--- config.mk ---
export PLATFORM = sky130hd
export DESIGN_NAME = serial_paralelo_rx
export DESIGN_NICKNAME = d
export VERILOG_FILES = /design/src/rtl/serial_paralelo_rx.sv
export SDC_FILE = /design/constraint.sdc
export NUM_CORES = 1
export LEC_CHECK = 0
export ABC_CLOCK_PERIOD_IN_PS = 2570
export CAP_MARGIN = 25
export CORE_MARGIN = 5
export CORE_UTILIZATION = 35
export CTS_CLUSTER_SIZE = 8
export DETAILED_ROUTE_END_ITERATION = 8
export DONT_BUFFER_PORTS = 1
export PLACE_DENSITY = 0.54
export SYNTH_ARGS = -nofsm -noshare
export SYNTH_HDL_FRONTEND = slang
export SYNTH_SLANG_ARGS = --single-unit
export TNS_END_PERCENT = 5
--- constraint.sdc ---
create_clock -name clk_1 -period 2.57 [get_ports clk_1]
set_input_delay 0.514 -clock clk_1 [delete_from_list [all_inputs] [get_ports clk_1]]
set_output_delay 0.514 -clock clk_1 [all_outputs]
set_load 0.03 [all_outputs]
--- src/rtl/serial_paralelo_rx.sv ---
// Serial-to-parallel receiver: hunts for the COM symbol at any bit offset and locks
// after COM_LOCK aligned COMs. Once locked, each non-COM byte is delivered with a valid pulse.
//
// state  | meaning
// HUNT   | no alignment; checking every bit position for COM
// ALIGN  | COM found; checking byte boundaries for consecutive COMs
// LOCKED | aligned; delivering data bytes, COMs stripped
module serial_paralelo_rx #(
    parameter logic [7:0] COM      = 8'hBC,
    parameter logic [7:0] IDLE_SYM = 8'h7C,
    parameter int         COM_LOCK = 4
) (
    input  logic       clk_1,
    input  logic       reset,
    input  logic       data_in,
    output logic [7:0] data_out,
    output logic       valid_out,
    output logic       idle_out,
    output logic       com_det,
    output logic       active
);

    localparam logic [1:0] HUNT   = 2'd0;
    localparam logic [1:0] ALIGN  = 2'd1;
    localparam logic [1:0] LOCKED = 2'd2;

    localparam logic [3:0] LOCK_N = COM_LOCK[3:0];

    logic [1:0] state;
    logic [7:0] sr;
    logic [2:0] bit_cnt;
    logic [3:0] com_cnt;
    logic [7:0] nxt;
    logic       nxt_is_com;

    // Byte decision value includes the bit being sampled on this edge
    assign nxt        = {sr[6:0], data_in};
    assign nxt_is_com = (nxt == COM);

    always_ff @(posedge clk_1 or posedge reset) begin
        if (reset) begin
            state     <= HUNT;
            sr        <= 8'h00;
            bit_cnt   <= 3'd0;
            com_cnt   <= 4'd0;
            data_out  <= 8'h00;
            valid_out <= 1'b0;
            idle_out  <= 1'b0;
            com_det   <= 1'b0;
            active    <= 1'b0;
        end else begin
            sr        <= nxt;
            valid_out <= 1'b0;
            idle_out  <= 1'b0;
            com_det   <= 1'b0;
            case (state)
                HUNT: begin
                    if (nxt_is_com) begin
                        state   <= ALIGN;
                        com_cnt <= 4'd1;
                        bit_cnt <= 3'd0;
                        com_det <= 1'b1;
                    end
                end
                ALIGN: begin
                    bit_cnt <= bit_cnt + 3'd1;
                    if (bit_cnt == 3'd7) begin
                        if (nxt_is_com) begin
                            com_cnt <= com_cnt + 4'd1;
                            com_det <= 1'b1;
                            if (com_cnt + 4'd1 == LOCK_N) begin
                                state  <= LOCKED;
                                active <= 1'b1;
                            end
                        end else begin
                            state   <= HUNT;
                            com_cnt <= 4'd0;
                        end
                    end
                end
                LOCKED: begin
                    bit_cnt <= bit_cnt + 3'd1;
                    if (bit_cnt == 3'd7) begin
                        if (nxt_is_com) begin
                            com_det <= 1'b1;
                        end else begin
                            data_out  <= nxt;
                            valid_out <= 1'b1;
                            idle_out  <= (nxt == IDLE_SYM);
                        end
                    end
                end
                default: begin
                    state   <= HUNT;
                    com_cnt <= 4'd0;
                end
            endcase
        end
    end

endmodule

=== Word level (Yosys, flattened, before mapping) ===
Cells that the tools add are included.
W data, S select, Z words.

* Output and inout port bits: 12
* Bits of input ports: 3
* Register bits: 28
* Logic and storage cells: 50

* Add/subtract/negate cells: 2
* Reduce and logical (&&, ||, !) cells: 8
* Multiplexer cells: 20
* Bitwise operators: 2
* Equality and inequality tests: 9

{| class="wikitable"
|+ Operator list
! operator !! number
|-
| $mux W4 || 3
|-
| $pmux W4 S3 || 1
|-
| $eq A8 B7 Y1 const B || 1
|-
| $eq A8 B8 Y1 const B || 1
|-
| $mux W1 || 8
|-
| $mux W2 || 4
|-
| $reduce_and A4 Y1 || 2
|-
| $pmux W2 S3 || 1
|-
| $pmux W3 S2 || 1
|-
| $reduce_and A3 Y1 || 2
|-
| $add A4 B1 Y4 const B || 1
|-
| $eq A4 B3 Y1 const B || 1
|-
| $ne A2 B2 Y1 const B || 2
|-
| $add A3 B1 Y3 const B || 1
|-
| $eq A3 B3 Y1 const B || 1
|-
| $mux W3 || 1
|-
| $ne A3 B3 Y1 const B || 1
|-
| $eq A2 B1 Y1 const B || 1
|-
| $eq A2 B2 Y1 const B || 1
|-
| $logic_not A2 Y1 || 1
|-
| $not A1 Y1 || 2
|-
| $pmux W1 S2 || 1
|-
| $reduce_and A2 Y1 || 1
|-
| $reduce_bool A2 Y1 || 1
|-
| $reduce_or A2 Y1 || 1
|}

=== Logic depth before layout (Yosys ltp) ===
* Depth after elaboration: 6
* Gate-level depth with buffers: 6
* Depth with buffers taken out: 6

=== Least setup slack after synthesis ===
Ideal clock, no wire load.

* Path kind: input port to flip-flop
* From: input data_in
* To: register bit_cnt[0]
* Slack: 0.883 ns
* Library setup time: 0.125 ns
* Data arrival time: 1.562 ns
* Stages on the path: 4
* Buffers on the path: 0
* Required time: 2.445 ns
* Cell sequence: and4bb_2 > nand3_2 > a21oi_1 > mux2_2

* Word-level cells in the longest chain between the ends: 3

{| class="wikitable"
|+ Ends and longest elaborated chain
! item !! RTL line !! text
|-
| from (decl) || 15 || <nowiki>input logic data_in,</nowiki>
|-
| $eq A8 B8 Y1 || 38 || <nowiki>assign nxt_is_com = (nxt == COM);</nowiki>
|-
| $ne A2 B2 Y1 (no line) || -- ||
|-
| $reduce_and A2 Y1 (no line) || -- ||
|-
| to (signal assigned) || 66 || <nowiki>bit_cnt <= bit_cnt + 3'd1;</nowiki>
|-
| to (signal assigned) || 82 || <nowiki>bit_cnt <= bit_cnt + 3'd1;</nowiki>
|-
| to (decl) || 31 || <nowiki>logic [2:0] bit_cnt;</nowiki>
|}

Every way passes these cells.
A chain may end at the register's enable or synchronous reset.

=== Worst setup path after layout ===
* From: register bit_cnt[0]
* To: register com_cnt[0]

* Word-level cells in the longest chain between the ends: 3

{| class="wikitable"
|+ Ends and longest elaborated chain
! item !! RTL line !! text
|-
| $eq A3 B3 Y1 || 67 || <nowiki>if (bit_cnt == 3'd7) begin</nowiki>
|-
| $ne A2 B2 Y1 (no line) || -- ||
|-
| $reduce_and A3 Y1 (no line) || -- ||
|-
| to (signal assigned) || 69 || <nowiki>com_cnt <= com_cnt + 4'd1;</nowiki>
|-
| to (decl) || 32 || <nowiki>logic [3:0] com_cnt;</nowiki>
|}

Every way passes these cells.

==> run summary <==
Yosys attributes the largest share of cell area to sky130_fd_sc_hd__dfrtp_1 (55%), sky130_fd_sc_hd__mux2_2 (9.7%), sky130_fd_sc_hd__ha_1 (7.8%), sky130_fd_sc_hd__inv_1 (2.1%), sky130_fd_sc_hd__nand3b_1 (1.8%). The number of flip-flops and latches in the synthesized netlist came out at 28. The overall die area is 0.00497 mm^2. The number of antenna-violating nets in the routed design is 0. On the final layout, the worst clock skew is 5.35 ps. The count of cells resized by post-cts repair came out at 0. The Yosys warning count came out at 0. Data arrives at the worst endpoint at 2030 ps. The routed wire length is 2.20 mm.

STA classifies the critical path startpoint as a flip-flop. The most prevalent standard cell on the critical path is sky130_fd_sc_hd__ha_1. The number of CTS-inserted buffers came out at 3. The final number of hold-violating endpoints was 0. The clock-pin transition on the worst setup and hold timing paths came out at 100 ps. The power per cell area is 795 mW/mm^2. The height of the die is 70.5 um. The count of inserted antenna diode cells is 0. The highest cell delay on the worst timing path came out at 420 ps.

The area of the core region is 0.00361 mm^2. The final layout contains 115 nets. The layout cell share with drive strength beyond 1 came out at 25.2%. The longest clock path from root to sink contains 2 buffers. The wire-length estimate of the detail-placed layout is 1.65 mm.

Across every metal layer, demand over resource in global routing totals 9.78%. The die is 70.5 um wide. The clock insertion delay at the later pin of the skew report came out at 270 ps. The register-to-register setup slack came out at 710 ps. The endpoint required time on the critical path is 2740 ps. At the pin with the least slew margin, the transition time is 742 ps. The number of sinks driven by the clock tree came out at 28. Setup repair after global routing left no endpoint under its margin. The via count of the first global-routing pass came out at 810. The min-delay analysis places its worst path in the category in2async.

The area growth from synthesis to layout is 9.97%. CTS placed an instance of sky130_fd_sc_hd__clkbuf_8 at the clock tree root. The number of DRC violations after detailed routing is 0. The number of antenna violations at the first check in global routing is 0. The global-route wire length before repair is 3.95 mm.

The slowest stage of the critical path is the sky130_fd_sc_hd__a21oi_1 cell. The sequential area share after synthesis is 54.7%. The cell area after synthesis is 0.00128 mm^2. The final estimated routing congestion in global placement came out at 0.758. After detailed routing, the number of vias per cell comes to 4.99. The number of buffers and inverters on the critical path is 1. The post-synth net total is 110. The mean routed wirelength per cell is 14.5 um.

The final number of max-transition violations is 0. TritonCTS built the clock tree. Walking the worst path, the cells encountered are ha_1 > ha_1 > inv_1 > a21oi_1 > nand2_1 > mux2_2. Broken down by cell family, the worst path's largest delay share belongs to compound AO/OA/AOI/OAI gates.

The area share of the largest cell type after synthesis is 54.7%. The number of distinct library cells after synthesis is 31. The number of fill cells is 359.

IR analysis of the VDD net gives a maximum drop of 0.355 mV. The max-cap violation count came out at 0. The setup violation total in the final timing report is 0. The detailed-routing iteration count for the pre-antenna-repair pass is 4. The critical-path maximum fanout came out at 8. For this run, the number of standard cells in the final layout without fillers is 151. Summed over all cells, the static leakage comes to 0.653 nW. The total of hold buffers inserted after clock tree synthesis came out at 0. Once the floorplan was initialized, standard cells occupied 35.5% of the core. Once layout is complete, the utilization of the core stands at 39.0%. Counting I/O delays and the setup requirement, the final critical path takes 1860 ps.

The number of setup buffers added after CTS is 0. Measured against its own limit, the worst slew margin works out to 50.5%. The count of port buffers added during placement came out at 0. The initialized floorplan defines 22 standard-cell rows.

The maximum number of pins on one net before global-route repair is 21. Counting every instance in the synthesized netlist gives 99. Summed over all failing endpoints, the final setup total negative slack is 0 ps. The cell count after placement came out at 147. By startpoint and endpoint, the worst setup path is classified as reg2reg. The final cycle utilization of the critical path came out at 72.5%.

For this run, the top clock speed supported by timing is 0.537 GHz. STA classifies the critical path endpoint as a flip-flop. The total overflow reported by the global router came out at 0. The run finished with clean final reports. The number of violations reported at the end of detailed-routing iteration 0 came out at 54. During I/O placement, the number of pins put on the boundary was 15. The cell accounting for the most synthesized area is sky130_fd_sc_hd__dfrtp_1. The number of vias in the routed layout came out at 753. The deepest level of the CTS H-tree came out at 1. The mean instance size in the synthesized netlist came out at 12.9 um^2.
-- power breakdown --
group | internal (W) | switching, W | total (W)
clock | 0.000208 | 0.000138 | 0.000347
combinational | 0.000112 | 0.000133 | 0.000245
sequential | 0.000484 | 0.0000435 | 0.000528
-- flip-flops by register name (all words and copies together), names as in the netlist --
register / flops
valid_out: 1
com_det: 1
data_out: 8
state: 2
sr: 7
active: 1
idle_out: 1
com_cnt: 4
bit_cnt: 3
-- synth_stat cells, drive strengths merged --
cell type / instances
inv: 7
a31o: 2
and3b: 1
a21boi: 2
nand3b: 3
ha: 8
nand2: 4
o21bai: 1
o2bb2ai: 1
nor2b: 1
a31oi: 2
mux2i: 2
nand3: 4
and3: 1
nand4: 3
a21oi: 3
nor3: 2
nor2: 2
and4bb: 1
and2b: 1
and4: 1
mux2: 11
a21bo: 1
nand4b: 1
o211ai: 2
dfrtp: 28
o31ai: 1
nand4bb: 1
and2: 1
buf: 1
-- metrics by stage --
| step | worst slack (ps) | power, W | instance area [um^2] | hold slack [ps] |
|---|---|---|---|---|
| 2_1_floorplan | 883 | 0.000728 | 1280 | 381 |
| 3_3_place_gp | 806 | 0.000769 | 1340 | 399 |
| 3_5_place_dp | 731 | 0.000783 | 1340 | 411 |
| 4_1_cts | 714 | 0.00114 | 1410 | 253 |
| 5_1_grt | 554 | 0.00120 | 1410 | 239 |
| 6_report | 708 | 0.00112 | 1410 | 245 |
-- routing by layer --
layer / vias to the layer above / share of wire, % / GRT usage [%]
met2: 9 / 46 / 15.0
met1: 371 / 49 / 13.5
met4: 0 / 0.87 / 3.19
li1: 371 / - / -
met3: 2 / 3.8 / 2.30
met5: - / 0 / 0
-- cells in the final DEF, fill, tap and decap left out, types with 2 or more instances in the layout --
cell,Yosys,layout
sky130_fd_sc_hd__nor2_1,2,2
sky130_fd_sc_hd__a21oi_1,3,3
sky130_fd_sc_hd__nand3b_1,3,3
sky130_fd_sc_hd__clkbuf_8,0,3
sky130_fd_sc_hd__a31o_2,2,2
sky130_fd_sc_hd__a21boi_0,2,2
sky130_fd_sc_hd__inv_1,7,7
sky130_fd_sc_hd__nand3_1,3,3
sky130_fd_sc_hd__ha_1,8,8
sky130_fd_sc_hd__nor3_1,2,2
sky130_fd_sc_hd__nand2_1,4,4
sky130_fd_sc_hd__mux2i_1,2,2
sky130_fd_sc_hd__a31oi_1,2,2
sky130_fd_sc_hd__mux2_2,11,11
sky130_fd_sc_hd__o211ai_1,2,2
sky130_fd_sc_hd__nand4_1,3,3
sky130_fd_sc_hd__dfrtp_1,28,28
-- worst register-to-register path: stages, from the launching register on --
cell and delay, ps:
sky130_fd_sc_hd__dfrtp_1 390, sky130_fd_sc_hd__ha_1 160, sky130_fd_sc_hd__ha_1 250, sky130_fd_sc_hd__inv_1 60, sky130_fd_sc_hd__a21oi_1 420, sky130_fd_sc_hd__nand2_1 180, sky130_fd_sc_hd__mux2_2 300
-- layout make-up --
type	count	area, um^2	share of cell area [%]
Clock inverter	1	30.0	2.13
Timing Repair Buffer	1	7.51	0.533
Multi-Input combinational cell	63	542	38.5
Tap cell	48	60.1	4.27
Sequential cell	28	701	49.8
Inverter	7	26.3	1.87
Clock buffer	3	41.3	2.93
-- logic make-up (layout without fill, tap and decap cells) --
family / Yosys count / count (layout) / synth area share, %
compound gates: 15 / 15 / 8.89
fa+ha+maj: 8 / 8 / 7.82
buf+inv: 8 / 12 / 2.93
flops: 28 / 28 / 54.7
mux: 13 / 13 / 11.2
simple gates: 27 / 27 / 14.4
-- final timing paths --
path	from	endpoint	depth (start not counted)
min	reset	active	1
min reg2reg	sr[1]	sr[2]	0
max reg2reg	bit_cnt[0]	com_cnt[0]	6
max in group asynchronous	reset	data_out[6]	2
max	bit_cnt[0]	com_cnt[0]	6
min in group clk_1	data_in	sr[0]	0
(Power assumes the default switching activity.)
